<file path="src/rtl/bcd_down_counter_7seg.sv">
// Single-digit BCD down counter with prescaled step tick, borrow output and
// registered active-low 7-segment drive. Define HOLD_AT_ZERO_EN for one-shot countdown (stops at 0).
module bcd_down_counter_7seg #(
  parameter int unsigned TICK_DIV = 6000000,
  parameter int unsigned PRESC_W  = 27
) (
  input  logic       clk,
  input  logic       rst,
  input  logic       en,
  input  logic       load,
  input  logic [3:0] load_val,
  output logic [3:0] digit,
  output logic       borrow,
  output logic       a,
  output logic       b,
  output logic       c,
  output logic       d,
  output logic       e,
  output logic       f,
  output logic       g
);

  localparam logic [PRESC_W-1:0] PRESC_TC = PRESC_W'(TICK_DIV - 1);
  localparam logic [6:0]         SEG_NINE = 7'b0000100;

  logic [PRESC_W-1:0] presc_q, presc_d;
  logic [3:0]         digit_q, digit_d;
  logic               borrow_q, borrow_d;
  logic [6:0]         seg_q, seg_d;
  logic               tick;

  always_ff @(posedge clk) begin
    if (rst) begin
      presc_q  <= '0;
      digit_q  <= 4'd9;
      borrow_q <= 1'b0;
      seg_q    <= SEG_NINE;
    end else begin
      presc_q  <= presc_d;
      digit_q  <= digit_d;
      borrow_q <= borrow_d;
      seg_q    <= seg_d;
    end
  end

  // Priority below reset: load, then tick, then hold.
  always_comb begin
    presc_d  = presc_q;
    digit_d  = digit_q;
    borrow_d = 1'b0;
    tick     = en && (presc_q == PRESC_TC);
    if (load) begin
      digit_d = (load_val > 4'd9) ? 4'd9 : load_val;
      presc_d = '0;
    end else if (en) begin
      presc_d = tick ? '0 : presc_q + 1'b1;
      if (tick) begin
        if (digit_q > 4'd9) begin
          digit_d = 4'd9;
        end else if (digit_q == 4'd0) begin
`ifdef HOLD_AT_ZERO_EN
          digit_d = 4'd0;
`else
          digit_d  = 4'd9;
          borrow_d = 1'b1;
`endif
        end else begin
          digit_d = digit_q - 4'd1;
`ifdef HOLD_AT_ZERO_EN
          borrow_d = (digit_q == 4'd1);
`endif
        end
      end
    end
  end

  // Segment order {a,b,c,d,e,f,g}, 0 = lit; invalid codes blank the display.
  always_comb begin
    seg_d = 7'b1111111;
    case (digit_q)
      4'd0:    seg_d = 7'b0000001;
      4'd1:    seg_d = 7'b1001111;
      4'd2:    seg_d = 7'b0010010;
      4'd3:    seg_d = 7'b0000110;
      4'd4:    seg_d = 7'b1001100;
      4'd5:    seg_d = 7'b0100100;
      4'd6:    seg_d = 7'b0100000;
      4'd7:    seg_d = 7'b0001111;
      4'd8:    seg_d = 7'b0000000;
      4'd9:    seg_d = SEG_NINE;
      default: seg_d = 7'b1111111;
    endcase
  end

  assign digit  = digit_q;
  assign borrow = borrow_q;
  assign {a, b, c, d, e, f, g} = seg_q;

endmodule

</file>
<file path="config.mk">
export PLATFORM = sky130hd
export DESIGN_NAME = bcd_down_counter_7seg
export DESIGN_NICKNAME = d
export VERILOG_FILES = /design/src/rtl/bcd_down_counter_7seg.sv
export SDC_FILE = /design/constraint.sdc
export NUM_CORES = 1
export LEC_CHECK = 0
export CAP_MARGIN = 20
export CORE_ASPECT_RATIO = 0.7
export CORE_MARGIN = 4
export CORE_UTILIZATION = 45
export CTS_BUF_LIST = sky130_fd_sc_hd__clkbuf_4
export DETAILED_ROUTE_END_ITERATION = 12
export GPL_ROUTABILITY_DRIVEN = 0
export GPL_TIMING_DRIVEN = 0
export PLACE_DENSITY_LB_ADDON = 0.15
export SKIP_LAST_GASP = 1
export SYNTH_ARGS = -nofsm -noshare
export SYNTH_HDL_FRONTEND = slang
export SYNTH_SLANG_ARGS = --single-unit
export TNS_END_PERCENT = 10
</file>
<file path="constraint.sdc">
create_clock -name clk -period 2.4 [get_ports clk]
set_input_delay 0.48 -clock clk [delete_from_list [all_inputs] [get_ports clk]]
set_output_delay 0.48 -clock clk [all_outputs]
set_load 0.005 [all_outputs]
</file>
# After elaboration in Yosys (flattened, before gate mapping)
# Memory sizes are Yosys's and may differ from the RTL's. A register that Yosys moved wholly into a read port is not among the register bits.
# Index checks and enable logic that the tools add are counted.
# classes
n_addsub,2
mul,0
div_mod_pow,0
magnitude_cmp,2
n_eq_ne,1
n_shift,0
mux,8
n_bitwise,2
reduce_logical,7
# op_table
op,count
"27-bit by 1-bit adder with 27-bit output, second input constant",1
"27-bit by 23-bit == test with 1-bit output, second input constant",1
27-bit 2-to-1 mux,1
4-bit 2-to-1 mux,6
"4-bit greater-than comparator, second input constant",2
5-bit OR reduction,1
4-bit zero test,1
2-bit nonzero test,2
"4-bit by 1-bit subtractor with 4-bit output, second input constant",1
1-bit NOT,2
2-bit AND reduction,1
2-bit OR reduction,1
1-bit logical AND,1
1-bit 2-to-1 mux,1
# totals
ff_bits,32
latch_bits,0
ram_bits,0
rom_bits,112
elab_cells,26
n_memories,1
# memory_table
name,depth,word_bits,rd,rd_clocked_by_memory_dff,write_ports,line_no,source
(name not given),16,7,1,1,0,80,case (digit_q)

# Logic depth before layout (Yosys ltp)
# logic_depth
ltp_word,6
ltp_mapped,7
depth_no_buf,6

# Worst setup path after synthesis
# No wires, ideal clock.
# synth_timing
kind,register to register
startpoint,register presc_q[0]
endpoint,register presc_q[22]
setup_ns,0.069
t_arrival_ns,1.723
required_time_ns,2.331
path_slack_ns,0.608
stages_incl_launch_ff,6
path_buffers,0
synth_period_minus_slack_ns,1.792
cell_sequence,dfxtp_1 > ha_1 > nand3_1 > or4_4 > or4_1 > o21ai_1
# synth_between
elab_chain_cells,3
# synth_lines
element,line_no,source
from (decl),26,"logic [PRESC_W-1:0] presc_q, presc_d;"
from (signal assigned),39,presc_q <= presc_d;
branches (longest 2 deep; another with 27-bit by 1-bit adder with 27-bit output),-,
27-bit 2-to-1 mux *,56,presc_d = tick ? '0 : presc_q + 1'b1;
# Every way passes the cells marked *.
# A chain may end at the register's enable or synchronous reset.

# Worst setup path after layout
# layout_timing
startpoint,input port en
endpoint,register presc_q[17]
# layout_between
elab_chain_cells,2
# layout_lines
element,line_no,source
from (decl),9,"input logic en,"
1-bit logical AND,51,tick = en && (presc_q == PRESC_TC);
27-bit 2-to-1 mux,56,
# Several ways; a longest one is shown, not always the timed one.

==> results.json <==
{
  "finalSetupViolations": 0,
  "ys_seq_area_share_pct": 37.7,
  "clock_skew_ns": 0.0102,
  "top_layer_used": "met4",
  "period_share_pct": 90.9,
  "path_class": "primary input to flip-flop",
  "critPathRequiredTime_ns": 2.67,
  "numPortBuffers": 18,
  "die_w_um": 89.1,
  "synth-compound-area-share_pct": 17.0,
  "rows": 20,
  "synth_xor_xnor_area_share_pct": 5.08,
  "dr_wl_met3_um": 244,
  "fin_crit_ns": 2.18,
  "totalPowerFinal_w": 0.00136,
  "wirelength_um": 4980,
  "wire_per_inst_um": 15.2,
  "slew_viol_final": 0,
  "pwr_density_cell_mw_per_mm2": 562,
  "grt_pass1_wl_um": 8510,
  "max_freq_ghz": 0.459,
  "ios": 20,
  "drv_cap": 0,
  "end_kind": "flip-flop",
  "final.setup.tns_ns": 0,
  "cts_num_sinks": 39,
  "critPathCapture": "presc_q[17]$_SDFFE_PP0P_",
  "syn_to_final_growth_pct": 17.1,
  "synthAdderAreaFrac_pct": 4.23,
  "p_leak_nw": 0.806,
  "synth-edff-count": 0,
  "synth-seq-cells": 39,
  "vias": 1945,
  "dr.pass1.iters": 4,
  "clock-root-buffer": "clkbuf_4",
  "grt_max_degree": 13,
  "worst_pin_slew_ns": 0.445,
  "cts_hold_buf": 0,
  "cp.arrival_ns": 2.45,
  "wl_met1_um": 2800,
  "insertion_delay_ns": 0.34,
  "cts.path.max_buffers": 2,
  "start_util_pct": 47.3,
  "grt_overflow": 0,
  "finalHoldViolCount": 0,
  "fp.coreArea_mm2": 0.00438,
  "startpoint_type": "primary input",
  "synthArstFlopShare_pct": 0,
  "grt_pass1_vias": 1759,
  "ys_warn_count": 0,
  "die_y_um": 64.8,
  "ant_nets": 0,
  "synth_cell_types": 40,
  "synth_fp_nets": 262,
  "fin_nets": 287,
  "fp.dieArea_mm2": 0.00577,
  "wl_met2_um": 1890,
  "worstRegToRegCells": 6,
  "status": "finished clean",
  "drt_first_iter_violations": 199,
  "clkTransAtPathRegs_ns": 0.11,
  "synth_flop_cell": "dfxtp_1",
  "dp_hpwl_um": 3680,
  "synth-simple-area-share_pct": 31.0,
  "cts_made_buffers": 5,
  "path_max_fanout": 10,
  "synth.avg_cell_area_um2": 8.38,
  "crit_path_start": "en",
  "drc": 0,
  "antenna_found_initial": 0,
  "htreeDepth": 2,
  "synthMuxAreaShare_pct": 1.03,
  "rsz0062_at_grt": "no",
  "ir_drop_mv": 0.362,
  "antenna_cells": 0,
  "syn_inst": 247,
  "vias_per_cell": 5.93,
  "cts_tree": "yes",
  "relSlewSlack_pct": 70.1,
  "layout-drive-gt1-share_pct": 6.59,
  "hold-worst-slack_ns": 0.498,
  "syn_area_mm2": 0.00207,
  "post-cts-setup-buffers": 0,
  "worst_r2r_endpoint": "presc_q[17]$_SDFFE_PP0P_",
  "synth_top_family_by_area": "simple AND/OR/NAND/NOR gates",
  "rrSetupSlack_ns": 0.30,
  "reg2reg_from": "presc_q[9]$_SDFFE_PP0P_",
  "hold_path_class": "flip-flop to flip-flop",
  "grtUsageTotal_pct": 18.8,
  "cts_repair_resize_count": 0
}
how the worst min path moves through the flow:
stage | cells past startpoint | slack (ns) | end | startpoint
after floorplan | 2 | 0.46 | presc_q[26]$_SDFFE_PP0P_ | presc_q[26]$_SDFFE_PP0P_
after global placement | 2 | 0.47 | presc_q[1]$_SDFFE_PP0P_ | presc_q[1]$_SDFFE_PP0P_
after detailed placement | 2 | 0.48 | presc_q[1]$_SDFFE_PP0P_ | presc_q[1]$_SDFFE_PP0P_
after CTS | 2 | 0.50 | presc_q[1]$_SDFFE_PP0P_ | presc_q[1]$_SDFFE_PP0P_
after global routing | 2 | 0.52 | presc_q[1]$_SDFFE_PP0P_ | presc_q[1]$_SDFFE_PP0P_
final | 2 | 0.50 | presc_q[1]$_SDFFE_PP0P_ | presc_q[1]$_SDFFE_PP0P_
area by class of cell:
| class | instances | area [um2] |
|---|---|---|
| flip-flops and latches | 39 | 781 |
| clock buffers | 6 | 45.0 |
| clock inverters | 2 | 60.1 |
| multi-input cells | 188 | 1210 |
| fillers | 401 | 1950 |
| inverters | 8 | 30.0 |
| repair buffers | 18 | 180 |
| well taps | 55 | 68.8 |
| plain buffers | 12 | 52.6 |
synthesized netlist by cell type (7+ instances only):
master	n	area [um2]
a21oi_1	23	115
and4_1	11	96.3
dfxtp_1	39	781
ha_1	7	87.6
inv_1	7	26.3
nand2_1	19	71.3
nand3_1	13	65.1
nand4_1	10	62.6
nor2_1	15	56.3
o21ai_0	12	60.1
o31ai_1	8	60.1
or4_1	8	60.1
xor2_1	7	61.3
through the flow:
step                cell area [um2]  std cells  setup WS (ns)  utilization (%)
floorplan                      2070        247          0.608                -
global placement               2320        320        -0.0957             53.0
detailed placement             2320        320         -0.135             53.0
CTS                            2420        328          0.237             55.4
global route                   2420        328         0.0701             55.4
finish                         2420        328          0.219             55.4
layout by cell type (no fill, tap or decap), types with 7 or more instances in the layout:
cell type / n
dfxtp_1: 39
a21oi_1: 23
nand2_1: 19
clkdlybuf4s50_1: 18
nor2_1: 15
nand3_1: 13
o21ai_0: 12
and4_1: 11
nand4_1: 10
o31ai_1: 8
or4_1: 8
inv_1: 7
xor2_1: 7
ha_1: 7
kinds of logic after synthesis:
| kind of cell | after synthesis |
|---|---|
| multiplexers | 2 |
| XOR/XNOR | 12 |
| AO/OA/AOI/OAI | 58 |
| adder cells (fa/ha/maj) | 7 |
| flip-flops | 39 |
| buffers and inverters | 20 |
| AND/OR/NAND/NOR | 109 |
flip-flops by register name (all words and copies together) (netlist names):
signal / count
seg_q: 7
digit: 4
presc_q: 27
borrow: 1
report_power, final:
part | switching [W] | internal (W) | total (W)
logic | 0.0000665 | 0.0000679 | 0.000134
registers | 0.0000140 | 0.000664 | 0.000678
clock network | 0.000214 | 0.000336 | 0.000550
critical path: stages:
cell	delay, ns
clkdlybuf4s50_1	0.57
and4_1	0.21
buf_2	0.20
nand2_1	0.10
clkbuf_1	0.22
or4_1	0.50
a21oi_1	0.16
per-layer routing:
metal	vias up	global-route usage (%)
li1	977	-
met4	0	4.83
met2	41	24.1
met5	-	0
met1	922	30.3
met3	5	4.57
Note: power is estimated with default switching activity, not from simulation.
